**src/rtl/bmf_factor_decoder.sv**
```systemverilog
// Streaming BMF decoder: expands a K-bit factor vector through a runtime-loaded
// KxM basis matrix H into an M-bit output, reducing columns with OR or XOR.
module bmf_factor_decoder #(
  parameter int K        = 5,
  parameter int M        = 6,
  parameter int SEMIRING = 0,
  parameter int CNT_W    = 16
) (
  input  logic                      clk,
  input  logic                      rst_n,
  input  logic                      cfg_we,
  input  logic [($clog2(K)|1)-1:0]  cfg_row,
  input  logic [M-1:0]              cfg_data,
  output logic                      cfg_ready,
  input  logic                      s_valid,
  output logic                      s_ready,
  input  logic [K-1:0]              s_k,
  output logic                      m_valid,
  input  logic                      m_ready,
  output logic [M-1:0]              m_out,
  output logic [CNT_W-1:0]          xfer_cnt
);

  logic [M-1:0]     h_q [K];
  logic [M-1:0]     p_q [K];
  logic [M-1:0]     p_d [K];
  logic             s1_v_q;
  logic             s2_v_q;
  logic [M-1:0]     m_out_q;
  logic [M-1:0]     red_d;
  logic [CNT_W-1:0] cnt_q;

  logic s2_adv;
  logic s1_adv;
  logic s_acc;
  logic cfg_acc;
  logic xfer;

  // Config takes priority over data, and is only accepted with the pipe empty,
  // so H is constant for every vector in flight.
  always_comb begin
    s2_adv  = !s2_v_q || m_ready;
    s1_adv  = !s1_v_q || s2_adv;
    s_acc   = s_valid && !cfg_we && s1_adv;
    cfg_acc = cfg_we && !s1_v_q && !s2_v_q;
    xfer    = s2_v_q && m_ready;
  end

  always_comb begin
    for (int unsigned i = 0; i < K; i++) begin
      p_d[i] = s_k[i] ? h_q[i] : '0;
    end
  end

  always_comb begin
    red_d = '0;
    for (int unsigned i = 0; i < K; i++) begin
      if (SEMIRING == 1) begin
        red_d = red_d ^ p_q[i];
      end else begin
        red_d = red_d | p_q[i];
      end
    end
  end

  // Out-of-range rows match no index and are silently dropped.
  always_ff @(posedge clk or negedge rst_n) begin
    if (!rst_n) begin
      for (int unsigned i = 0; i < K; i++) begin
        h_q[i] <= '0;
      end
    end else if (cfg_acc) begin
      for (int unsigned i = 0; i < K; i++) begin
        if (32'(cfg_row) == i) begin
          h_q[i] <= cfg_data;
        end
      end
    end
  end

  always_ff @(posedge clk or negedge rst_n) begin
    if (!rst_n) begin
      s1_v_q <= 1'b0;
      for (int unsigned i = 0; i < K; i++) begin
        p_q[i] <= '0;
      end
    end else if (s1_adv) begin
      s1_v_q <= s_acc;
      if (s_acc) begin
        p_q <= p_d;
      end
    end
  end

  always_ff @(posedge clk or negedge rst_n) begin
    if (!rst_n) begin
      s2_v_q  <= 1'b0;
      m_out_q <= '0;
    end else if (s2_adv) begin
      s2_v_q <= s1_v_q;
      if (s1_v_q) begin
        m_out_q <= red_d;
      end
    end
  end

  always_ff @(posedge clk or negedge rst_n) begin
    if (!rst_n) begin
      cnt_q <= '0;
    end else if (xfer) begin
      cnt_q <= cnt_q + 1'b1;
    end
  end

  assign cfg_ready = !s1_v_q && !s2_v_q;
  assign s_ready   = !cfg_we && s1_adv;
  assign m_valid   = s2_v_q;
  assign m_out     = m_out_q;
  assign xfer_cnt  = cnt_q;

endmodule

```
**config.mk**
```make
export PLATFORM = sky130hd
export DESIGN_NAME = bmf_factor_decoder
export DESIGN_NICKNAME = d
export VERILOG_FILES = /design/src/rtl/bmf_factor_decoder.sv
export SDC_FILE = /design/constraint.sdc
export NUM_CORES = 1
export LEC_CHECK = 0
export ABC_AREA = 1
export BUFFER_PORTS_ARGS = -buffer_cell sky130_fd_sc_hd__clkbuf_2
export CORE_UTILIZATION = 45
export CTS_BUF_LIST = sky130_fd_sc_hd__clkbuf_16
export CTS_CLUSTER_DIAMETER = 50
export DETAILED_ROUTE_END_ITERATION = 10
export HOLD_SLACK_MARGIN = 0.06
export MAX_ROUTING_LAYER = met4
export PLACE_DENSITY = 0.7
export SLEW_MARGIN = 20
export SYNTH_ARGS = -nofsm -noshare
export SYNTH_HDL_FRONTEND = slang
export SYNTH_SLANG_ARGS = --single-unit
```
**constraint.sdc**
```tcl
create_clock -name clk -period 1.6 [get_ports clk]
set_input_delay 0.24 -clock clk [delete_from_list [all_inputs] [get_ports clk]]
set_output_delay 0.24 -clock clk [all_outputs]
set_load 0.05 [all_outputs]
```
# ---- Word level (Yosys, flattened, before mapping)
# Index checks and enable logic that the tools add are counted.
dict set report classes {
  addsub 1
  eq_ne 4
  mux 5
  bitwise 4
  reduce_logical 20
}
# op count
set ops {}
lappend ops {{$mux W6} 5}
lappend ops {{$or A6 B6 Y6} 4}
lappend ops {{$add A16 B1 Y16 const B} 1}
lappend ops {{$reduce_and A2 Y1} 7}
lappend ops {{$logic_and A1 B1 Y1} 7}
lappend ops {{$eq A3 B2 Y1 const B} 2}
lappend ops {{$eq A3 B1 Y1 const B} 1}
lappend ops {{$eq A3 B3 Y1 const B} 1}
lappend ops {{$logic_not A1 Y1} 3}
lappend ops {{$logic_not A3 Y1} 1}
lappend ops {{$logic_or A1 B1 Y1} 2}
dict set report word_totals {
  register_bits 84
  in_bits 19
  output_inout_bits 25
  elab_cells 48
}

# ---- Logic depth before layout (Yosys ltp)
# Gate-level depths: netlist of run 1.
dict set report depth {
  depth_word 5
  depth_mapped 7
  mapped_depth_nobuf 7
}

# ---- Worst setup path before layout of run 1
# Ideal clock, no wire load.
dict set report synth_path {
  path_kind {reg2reg}
  startpoint {register s2_v_q (netlist: m_valid)}
  endpoint {register h_q[10] (netlist name)}
  setup_time_ns 0.122
  arrival_ns 1.817
  required_ns 1.478
  setup_slack_ns -0.339
  path_stages_with_launch 8
  n_path_buf 1
  synth_period_minus_slack_ns 1.939
  cell_sequence {dfrtp_1 nor2_2 nand2_2 nor2_4 nand3_2 buf_6 nand2_1 o21ai_2}
}
dict set report synth_via {
  elab_chain_cells 3
}
# element line
set synth_lines {}
lappend synth_lines {{from (decl)} 28} ;# logic s2_v_q;
lappend synth_lines {{from (signal assigned)} 100} ;# s2_v_q <= s1_v_q;
lappend synth_lines {{$logic_not A1 Y1} 45} ;# cfg_acc = cfg_we && !s1_v_q && !s2_v_q;
lappend synth_lines {{$logic_and A1 B1 Y1} 45}
lappend synth_lines {{$reduce_and A2 Y1 (no line)} -}
lappend synth_lines {{to (signal, indexed assignment)} 75} ;# h_q[i] <= cfg_data;
lappend synth_lines {{to (decl)} 24} ;# logic [M-1:0] h_q [K];
# Every way passes these cells.
# A chain may end at the register's enable or synchronous reset.

# ---- Worst setup path after layout of run 1
dict set report layout_path {
  startpoint {register s2_v_q (netlist: m_valid)}
  endpoint {output port s_ready}
}
dict set report layout_via {
  elab_chain_cells 4
}
# element line
set layout_lines {}
lappend layout_lines {{$logic_not A1 Y1} 42} ;# s2_adv = !s2_v_q || m_ready;
lappend layout_lines {{$logic_or A1 B1 Y1} 42}
lappend layout_lines {{$logic_or A1 B1 Y1} 43} ;# s1_adv = !s1_v_q || s2_adv;
lappend layout_lines {{$logic_and A1 B1 Y1} 116} ;# assign s_ready = !cfg_we && s1_adv;
lappend layout_lines {{to (decl)} 16} ;# output logic s_ready,
# Every way passes these cells.

==> summary.md, run 1 <==
| Metric | Value |
|---|---|
| DR WL/cell | `13.5 microns` |
| Setup-failing EPs final | `0` |
| Clock sinks | `84` |
| Core area | `7730 sq um` |
| Fin. Hold Viols | `0` |
| Post-Syn Instances | `386` |
| Yosys warnings | `0` |
| Unique cell type count in the Yosys netlist | `27` |
| Io pins | `44` |
| Layout cells sized above 1 | `22.3%` |
| Largest net degree at the start of global routing | `between 60 and 70` |
| Worst-Margin Slew | `400 ps` |
| Crit-path max cell delay | `470 ps` |
| Critical Path End Type | `output port` |
| CP max-delay cell | `dfrtp_2` |
| Max Freq | `~670 MHz` |
| Total Routed Length | `roughly 7.3 mm` |
| R2R cell count | `6` |
| Die ar. | `8350 sq um` |
| Synthesized flop and latch total | `between 80 and 90` |
| Initial Utilization | `46.5%` |
| Main combinational cell family by area after synthesis | `simple AND/OR/NAND/NOR gates` |
| Post-synthesis compound-gate area fraction | `a little under an eighth` |
| Die height | `91.4 microns` |
| Number of CTS-inserted buffers | `9` |
| Worst vdd ir | `0.878 mV` |
| Clock Latency Late Sink | `~330 ps` |
| Total grt overflow | `0` |
| Routed vias | `2634` |
| Crit path DAT | `1250 ps` |
| Tot Pwr | `0.00677 W` |
| CTS tree | `built` |
| Fin area | `4280 sq um` |
| Multi-input combinational cell area | `1300 sq um` |
| Antenna Nets Post-Route | `0` |
| Sequential-to-total area share from yosys stat | `between 50% and 60%` |
| Commonest non-fill, non-tap cell in the layout | `nand2_1` |
| Layout area overhead | `18.9%` |
| Final Critical Period | `1490 ps` |
| Post-layout nets | `approximately 450` |
| Initial antenna violation count | `0` |
| Setup TNS | `0 ps` |
| Post-synthesis adder-cell area fraction | `0.348%` |
| Post-Syn Area | `3600 sq um` |
| Maxcap violations | `0` |
| Storage element area | `about 2100 sq um` |
| Most frequent cells in the layout | `nand2_1, dfrtp_1, clkbuf_2, o21ai_0, inv_1` |
| Hpwl dp | `5.26 mm` |
| CTS H-tree depth | `3` |
| Hold_sp | `s_k[0]` |
| Setup Skew | `3.29 ps` |
| Worst slew margin | `approximately three quarters` |
| Worst Path Required | `1360 ps` |
| Avg Inst Size Synth | `9.32 sq um` |
| Clock buffer depth | `2` |
| Ant diodes | `0` |
| Die span in x | `91.4 microns` |
| XOR/XNOR share of the synthesized area | `2.19%` |
| Synthesized Nets | `roughly 410` |
| CP Class | `flip-flop to output port` |
| Multiplexer share of the synthesized area | `0%` |
| Fillers | `699` |
| # DRC | `0` |
| Setup Fix Bufs, Post-CTS | `0` |
| GRT Total Usage | `20.2%` |
| Crit-path cells | `nand3_2 > nand2_1 > inv_1 > clkbuf_4` |
| Vias in the first global route | `2546` |
| CP startpoint kind | `flip-flop` |
| Worst-path clk slew | `60 ps` |
| R2R Setup Slk | `150 ps` |
| Synth Area in Simple Gates | `21.9%` |
| Standby leakage power | `2.10 nW` |
| Power Density | `1580 nW/um^2` |
| Worst hold path type | `input port to flip-flop` |
| Iter 0 DRT Violations | `168` |
| Final worst slack | `109 ps` |
| Via-per-instance ratio | `4.87` |
| Hold Path End | `p_q[27]` |
| # port buffers | `43` |
| Rows | `32` |
| Critical path peak fanout | `6` |
| DRT Pass-1 Iters | `4` |
| Final Max Tran Viols | `0` |
| Final worst path period share | `a little over 90%` |
| CTS Root Cell | `clkbuf_16` |
| RePlAce Congestion | `0.817` |
| Status | `completed` |
| Unrepaired setup endpoints after global routing | `false` |
| Worst R2R End | `h_q[17]` |
| Pre-CTS setup slack | `172 ps` |
| Dpl cell area | `between 3000 and 4000 sq um` |
| Hold depth | `3` |
| Reg-to-Reg Start | `m_valid` |
| First-pass GRT wire length | `12.6 mm` |
[cell usage after synthesis]
library cell    n  area (sq um)
nand2_4         1          11.3
nand3b_1        1          7.51
nor3_4          1          16.3
clkbuf_2        1          5.00
nand2_2         3          18.8
buf_2           3          15.0
inv_1          27           101
nand2_1       128           480
o21ai_2        18           158
ha_1            1          12.5
o21ai_1        12          60.1
nor3_1          8          40.0
inv_2           1          3.75
nor2_4          2          22.5
buf_6           4          45.0
a31oi_1         6          37.5
nand3_2         2          20.0
nor2_2          3          18.8
nor2_1         23          86.3
nand3_1         8          40.0
a21oi_1         1          5.00
dfrtp_1        84          2100
xor2_1          6          52.6
xnor2_1         3          26.3
buf_4           4          30.0
o21ai_0        31           155
nand4_1         4          25.0
[where the power goes]
part,total (W),switching [W],internal (W),leakage (nW)
clock network,0.00234,0.000824,0.00152,0.163
registers,0.00292,0.000318,0.00261,1.08
logic,0.00150,0.00104,0.000459,0.852
total,0.00677,0.00219,0.00458,2.10
[per-stage QoR]
stage | cells | hold slack [ps] | utilization (%)
4_1_cts | 541 | 214 | 55.3
3_3_place_gp | 524 | 267 | 50.7
3_5_place_dp | 524 | 273 | 50.7
6_report | 541 | 219 | 55.3
5_1_grt | 541 | 241 | 55.3
2_1_floorplan | 386 | -55.6 | -
[state kept, by name (all words and copies together) (netlist names)]
signal and cells:
h_q 30, p_q 30, xfer_cnt 16, m_out 6
m_valid 1, s1_v_q 1
[worst max path at each step]
stage	start	to
after detailed placement	m_valid	h_q[17]
after global routing	m_valid	h_q[17]
after floorplan	m_valid	h_q[10]
after CTS	m_valid	s_ready
final	m_valid	s_ready
after global placement	m_valid	h_q[14]
[cell type report]
class	instances	share of cell area, %
multi-input combinational	262	30.5
clock inverter	7	2.69
inverter	28	2.46
timing repair buffer	49	6.85
tap	102	2.99
sequential	84	49.3
clock buffer	9	5.27
[metal layers]
layer	vias to the layer above	global-route usage (%)	part of all wire [%]
li1	1329	-	-
met2	57	29.9	46
met1	1239	27.4	49
met5	-	-	0
met3	9	4.61	3.6
met4	0	7.28	1.7
[cell families (layout without fill, tap and decap cells)]
group           after synthesis  after routing
compound gates               68             68
xor+xnor                      9              9
simple gates                184            184
flops                        84             84
buf+inv                      40             93
fa+ha+maj                     1              1
[critical path, delay by kind of cell (launching register included)]
family        cells  cell delay, ps
flops             1             470
simple gates      2             180
buf+inv           2             270
[what timing repair did]
item / CTS / global route
setup endpoints to repair: 1 / 1
hold buffers: 1 / 0
gates resized for setup: 1 / 1
endpoints found under the hold margin: 84 / 0
Power figures use the tool's default switching activity.
==> inputs of run 2 (changes only) <==
--- a/config.mk
+++ b/config.mk
@@ -12,7 +12,6 @@
 export CTS_CLUSTER_DIAMETER = 50
 export DETAILED_ROUTE_END_ITERATION = 10
 export HOLD_SLACK_MARGIN = 0.06
-export MAX_ROUTING_LAYER = met4
 export PLACE_DENSITY = 0.7
 export SLEW_MARGIN = 20
 export SYNTH_ARGS = -nofsm -noshare
==> constraint.sdc (replaced) <==
create_clock -name clk -period 1.4 [get_ports clk]
set_input_delay 0.21 -clock clk [delete_from_list [all_inputs] [get_ports clk]]
set_output_delay 0.21 -clock clk [all_outputs]
set_load 0.05 [all_outputs]
==> run 2 against run 1 <==
- largest power group unchanged
- sequential power rose by 16%
- worst hold slack lost 37 ps
- highest routed layer unchanged
- the run now ends with setup timing left
- largest cell class unchanged
- die area did not move
==> summary.md, run 2 (synthesized netlist as in run 1, its figures left out) <==
| Metric | Value |
|---|---|
| Status | `finished with violations (was completed)` |
| Failing checks | `setup timing` |
| GRT Total Usage | `19.6% (was 20.2%)` |
| Most frequent cells in the layout | `nand2_1, dfrtp_1, clkbuf_2, o21ai_0, inv_1 (unchanged)` |
| CTS Root Cell | `clkbuf_16 (unchanged)` |
| Worst slew margin | `71.9% (was 73.2%)` |
| CTS H-tree depth | `3 (unchanged)` |
| Final Critical Period | `~1400 ps` |
| Antenna Nets Post-Route | `0 (unchanged)` |
| Initial Utilization | `46.5% (unchanged)` |
| CP Class | `flip-flop to flip-flop (was flip-flop to output port)` |
| Ant diodes | `0 (unchanged)` |
| Iter 0 DRT Violations | `152 (was 168)` |
| Crit path DAT | `1630 ps (was 1250 ps)` |
| Critical path peak fanout | `12 (was 6)` |
| Cells after DPL | `527 (was 524)` |
| Critical Path End Type | `flip-flop (was output port)` |
| Io pins | `44 (unchanged)` |
| Standby leakage power | `2.11 nW (was 2.10 nW)` |
| Pre-CTS setup slack | `28.2 ps (was 172 ps)` |
| Hold_sp | `s_k[3] (was s_k[0])` |
| Die height | `91.4 microns (unchanged)` |
| Setup Skew | `4.98 ps (was 3.29 ps)` |
| CTS tree | `built (unchanged)` |
| First-pass GRT wire length | `12.4 mm (was 12.6 mm)` |
| Max Freq | `708 MHz` |
| Initial antenna violation count | `0 (unchanged)` |
| Rows | `32 (unchanged)` |
| Reg-to-Reg Start | `s1_v_q (was m_valid)` |
| Post-layout nets | `458 (was 454)` |
| Hold depth | `3 (unchanged)` |
| Final worst path period share | `101%` |
| R2R cell count | `6 (unchanged)` |
| Maxcap violations | `0 (unchanged)` |
| Largest net degree at the start of global routing | `36 (was 63)` |
| # port buffers | `43 (unchanged)` |
| Worst-Margin Slew | `418 ps (was 400 ps)` |
| Hold slack | `182 ps (was 219 ps)` |
| Final core utilization | `56.5% (was 55.3%)` |
| Dpl cell area | `3980 sq um (was 3920 sq um)` |
| Vias in the first global route | `2553 (was 2546)` |
| Core area | `7730 sq um (unchanged)` |
| Commonest non-fill, non-tap cell in the layout | `nand2_1 (unchanged)` |
| Setup-failing EPs final | `7 (was 0)` |
| RePlAce Congestion | `0.813 (was 0.817)` |
| Unrepaired setup endpoints after global routing | `true (was false)` |
| Final Max Tran Viols | `0 (unchanged)` |
| Routed vias | `2685 (was 2634)` |
| Worst hold path type | `input port to flip-flop (unchanged)` |
| Total Routed Length | `7.26 mm (was 7.32 mm)` |
| Finished Layout Cells | `544 (was 541)` |
| Fin. Hold Viols | `0 (unchanged)` |
| CP startpoint kind | `flip-flop (unchanged)` |
| # DRC | `0 (unchanged)` |
| Worst R2R End | `h_q[14] (was h_q[17])` |
| DR WL/cell | `13.3 microns (was 13.5 microns)` |
| Fin area | `4370 sq um (was 4280 sq um)` |
| Number of CTS-inserted buffers | `9 (unchanged)` |
| Layout area overhead | `21.4% (was 18.9%)` |
| CP max-delay cell | `dfrtp_1 (was dfrtp_2)` |
| Via-per-instance ratio | `4.94 (was 4.87)` |
| Die ar. | `8350 sq um (unchanged)` |
| Clock buffer depth | `2 (unchanged)` |
| Worst vdd ir | `0.797 mV (was 0.878 mV)` |
| Worst-path clk slew | `60 ps (about the same)` |
| Hpwl dp | `5.15 mm (was 5.26 mm)` |
| Clock sinks | `84 (unchanged)` |
| R2R Setup Slk | `-10 ps (was 150 ps)` |
| Final worst slack | `-12.9 ps (was 109 ps)` |
| Cell mode on critical path | `nor2_4` |
| Clock Latency Late Sink | `340 ps (was 330 ps)` |
| Layout cells sized above 1 | `24.9% (was 22.3%)` |
| DRT Pass-1 Iters | `4 (unchanged)` |
| Crit-path max cell delay | `420 ps (was 470 ps)` |
| Total grt overflow | `0 (unchanged)` |
| Crit-path cells | `nor2_4 > nand2_2 > nor2_4 > nand3_2 > nand2_1 > o21ai_2 (was nand3_2 > nand2_1 > inv_1 > clkbuf_4)` |
| Hold Path End | `p_q[11] (was p_q[27])` |
| Worst Path Required | `1620 ps (was 1360 ps)` |
| Die span in x | `91.4 microns (unchanged)` |
| Fillers | `674 (was 699)` |
| Power Density | `1790 nW/um^2 (was 1580 nW/um^2)` |
run 2: cell types whose count changed in the layout (fill, tap and decap cells not counted), moves of 2 or more:
cell	delta
dfrtp_1	-5
dfrtp_2	+5
buf_4	+3
clkbuf_2	-2
run 2: report_power, final:
part	total [W]	internal, W	switching [W]
registers	0.00338	0.00299	0.000392
logic	0.00177	0.000566	0.00121
clock network	0.00268	0.00173	0.000942
total	0.00783	0.00529	0.00254
run 2: per-stage QoR:
stage / setup TNS, ps / power, W
2_1_floorplan: -4510 / 0.00464
3_3_place_gp: 0 / 0.00512
3_5_place_dp: 0 / 0.00518
4_1_cts: -15.8 / 0.00790
5_1_grt: -1100 / 0.00822
6_report: -44.1 / 0.00783
run 2: per-layer routing:
metal / share of wire [%] / wire length, microns / vias up / track usage, %
li1: - / - / 1346 / -
met5: 0 / 0 / - / 0
met1: 48 / 3480 / 1256 / 25.6
met4: 2.6 / 191 / 0 / 10.8
met2: 46 / 3320 / 69 / 30.5
met3: 3.6 / 263 / 14 / 3.77
run 2: area by class of cell:
cell class | instances | area [sq um] | share of cell area, %
flip-flops and latches | 84 | 2110 | 48.4
multi-input cells | 262 | 1340 | 30.6
repair buffers | 53 | 345 | 7.91
clock buffers | 9 | 225 | 5.16
well taps | 102 | 128 | 2.92
clock inverters | 6 | 114 | 2.61
inverters | 28 | 105 | 2.41
run 2: worst max path at each step:
stage / start / endpoint / slack [ps] / cells past startpoint
global route: s1_v_q / h_q[17] / -110 / 6
global placement: s1_v_q / h_q[17] / 100 / 6
CTS: s1_v_q / h_q[14] / -9 / 6
floorplan: m_valid / h_q[10] / -190 / 7
finish: s1_v_q / h_q[14] / -10 / 6
detailed placement: s1_v_q / h_q[11] / 30 / 6
run 2: repair_timing:
item | CTS | global route
endpoints found under the setup margin | 2 | 16
gates cloned | 0 | 0
pin swaps | 1 | 2
buffers inserted | 0 | 1
resized for setup | 4 | 4
hold buffers | 1 | 0
hold endpoints to repair | 22 | 0
run 2: worst max-delay path, delay by kind of cell (launching register included):
family,cells,cell delay [ps]
simple gates,5,800
flops,1,420
compound gates,1,60
==> inputs of run 3 (changes only) <==
==> constraint.sdc (replaced) <==
create_clock -name clk -period 1.4 [get_ports clk]
set_input_delay 0.07 -clock clk [delete_from_list [all_inputs] [get_ports clk]]
set_output_delay 0.07 -clock clk [all_outputs]
set_load 0.05 [all_outputs]
==> run 3 against run 2 <==
- the flow now finishes without violations
- cell count up 1.3%
- sequential power about the same
- critical path type unchanged
- critical endpoint is now h_q[13]
- non-clock buffer count rose by 5
==> summary.md, run 3 (synthesized netlist as in run 1, its figures left out) <==
| Metric | Value |
|---|---|
| Final worst path period share | `97.1% (was 101%)` |
| Die ar. | `8350 sq um (unchanged)` |
| Number of CTS-inserted buffers | `9 (unchanged)` |
| Post-layout nets | `465 (was 458)` |
| First-pass GRT wire length | `12.6 mm (was 12.4 mm)` |
| Most frequent cells in the layout | `nand2_1, dfrtp_1, clkbuf_2, o21ai_0, inv_1 (unchanged)` |
| Fillers | `680 (was 674)` |
| Iter 0 DRT Violations | `144 (was 152)` |
| CP startpoint kind | `flip-flop (unchanged)` |
| Initial Utilization | `46.5% (unchanged)` |
| Worst-path clk slew | `70 ps (was 60 ps)` |
| Die height | `91.4 microns (unchanged)` |
| Via-per-instance ratio | `4.99 (was 4.94)` |
| Met1 Usage GRT | `26.1% (was 25.6%)` |
| # port buffers | `43 (unchanged)` |
| Initial antenna violation count | `0 (unchanged)` |
| CTS tree | `built (unchanged)` |
| Total grt overflow | `0 (unchanged)` |
| RePlAce Congestion | `0.817 (was 0.813)` |
| Layout cells sized above 1 | `26.5% (was 24.9%)` |
| Power Density | `1740 nW/um^2 (was 1790 nW/um^2)` |
| Worst slew margin | `67.8% (was 71.9%)` |
| Layout area overhead | `23.7% (was 21.4%)` |
| Final Critical Period | `1360 ps (was 1410 ps)` |
| GR Layer Usage met3 | `4.69% (was 3.77%)` |
| Crit path DAT | `1590 ps (was 1630 ps)` |
| Worst-Margin Slew | `484 ps (was 418 ps)` |
| # DRC | `0 (unchanged)` |
| CTS Root Cell | `clkbuf_16 (unchanged)` |
| R2R cell count | `7 (was 6)` |
| Largest net degree at the start of global routing | `62 (was 36)` |
| Antenna Nets Post-Route | `0 (unchanged)` |
| Clock sinks | `84 (unchanged)` |
| Hold slack | `69.8 ps (was 182 ps)` |
| Vias in the first global route | `2577 (was 2553)` |
| Cells after DPL | `525 (was 527)` |
| Core area | `7730 sq um (unchanged)` |
| Worst hold path type | `input port to flip-flop (unchanged)` |
| Worst vdd ir | `0.960 mV (was 0.797 mV)` |
| Maxcap violations | `0 (unchanged)` |
| DR WL/cell | `14.1 microns (was 13.3 microns)` |
| Critical path peak fanout | `6 (was 12)` |
| Fin. Hold Viols | `0 (unchanged)` |
| CTS H-tree depth | `3 (unchanged)` |
| Grt met2 use | `31.2% (was 30.5%)` |
| Rows | `32 (unchanged)` |
| Final Max Tran Viols | `0 (unchanged)` |
| Critical Path End Type | `flip-flop (unchanged)` |
| Clock Latency Late Sink | `340 ps (about the same)` |
| Finished Layout Cells | `551 (was 544)` |
| Clock buffer depth | `2 (unchanged)` |
| GRT Max-Usage Layer | `met2 (unchanged)` |
| GRT Total Usage | `19.9% (was 19.6%)` |
| Hpwl dp | `5.25 mm (was 5.15 mm)` |
| Hold depth | `3 (unchanged)` |
| Setup-failing EPs final | `0 (was 7)` |
| CP Class | `flip-flop to flip-flop (unchanged)` |
| Total Routed Length | `7.76 mm (was 7.26 mm)` |
| Commonest non-fill, non-tap cell in the layout | `nand2_1 (unchanged)` |
| Setup Skew | `8.00 ps (was 4.98 ps)` |
| Io pins | `44 (unchanged)` |
| Worst Path Required | `1630 ps (was 1620 ps)` |
| Die span in x | `91.4 microns (unchanged)` |
| Tot Pwr | `0.00773 W (was 0.00783 W)` |
| Ant diodes | `0 (unchanged)` |
| Max Freq | `736 MHz (was 708 MHz)` |
| Standby leakage power | `2.14 nW (was 2.11 nW)` |
| DRT Pass-1 Iters | `4 (unchanged)` |
| Status | `completed (was finished with violations)` |
| Routed vias | `2748 (was 2685)` |
run 3: cell count changes in the layout (fill, tap and decap cells not counted), sizes merged:
cell	delta
nand3	+2
dlygate4sd3	+3
inv	+1
clkbuf	+1
clkinv	+1
bufinv	-1
clkinvlp	-1
buf	+1
run 3: report_power, final:
part | internal (W) | switching [W] | leakage [nW] | total (W)
clock network | 0.00156 | 0.000975 | 0.150 | 0.00253
registers | 0.00299 | 0.000404 | 1.07 | 0.00339
logic | 0.000586 | 0.00123 | 0.922 | 0.00181
run 3: stage by stage:
stage | TNS, ps | util [%] | setup slack, ps | cell area (sq um)
floorplan | -4510 | - | -194 | 3640
global placement | 0 | 51.2 | 104 | 3960
detailed placement | 0 | 51.2 | 33.1 | 3960
CTS | -8.41 | 56.0 | -8.41 | 4320
global route | -170 | 57.5 | -33.0 | 4450
finish | 0 | 57.5 | 40.4 | 4450
run 3: worst paths after layout:
check	start	end	slack [ps]
min	s_k[2]	p_q[17]	70
min reg2reg	p_q[27]	p_q[27]	480
min in group asynchronous	rst_n	xfer_cnt[0]	240
max	s1_v_q	h_q[13]	40
max in group asynchronous	rst_n	p_q[29]	570
max reg2reg	s1_v_q	h_q[13]	40
run 3: timing repair:
action,CTS,global route
endpoints found under the hold margin,47,0
buffers inserted,0,5
endpoints found under the setup margin,1,19
pin swaps,0,5
hold buffers,4,0
gates resized for setup,3,16
gates cloned,0,2
run 3: layout make-up:
class	count	area (sq um)	share of cell area [%]
multi-input combinational	264	1400	31.6
timing repair buffer	58	383	8.61
clock buffer	9	225	5.06
sequential	84	2110	47.5
inverter	28	105	2.36
tap	102	128	2.87
clock inverter	6	88.8	2.00
run 3: worst max-delay path: stages (launching register included):
cell	delay, ps
dfrtp_2	420
nor2_4	140
nand2_4	80
nor2_4	180
buf_6	140
nand3_4	130
nand2_1	110
o21ai_2	50
run 3: metal layers:
layer  share of wire (%)  routed length [microns]
met5                   0                        0
met3                 4.1                      321
met2                  47                     3650
met4                 2.1                      161
met1                  47                     3630
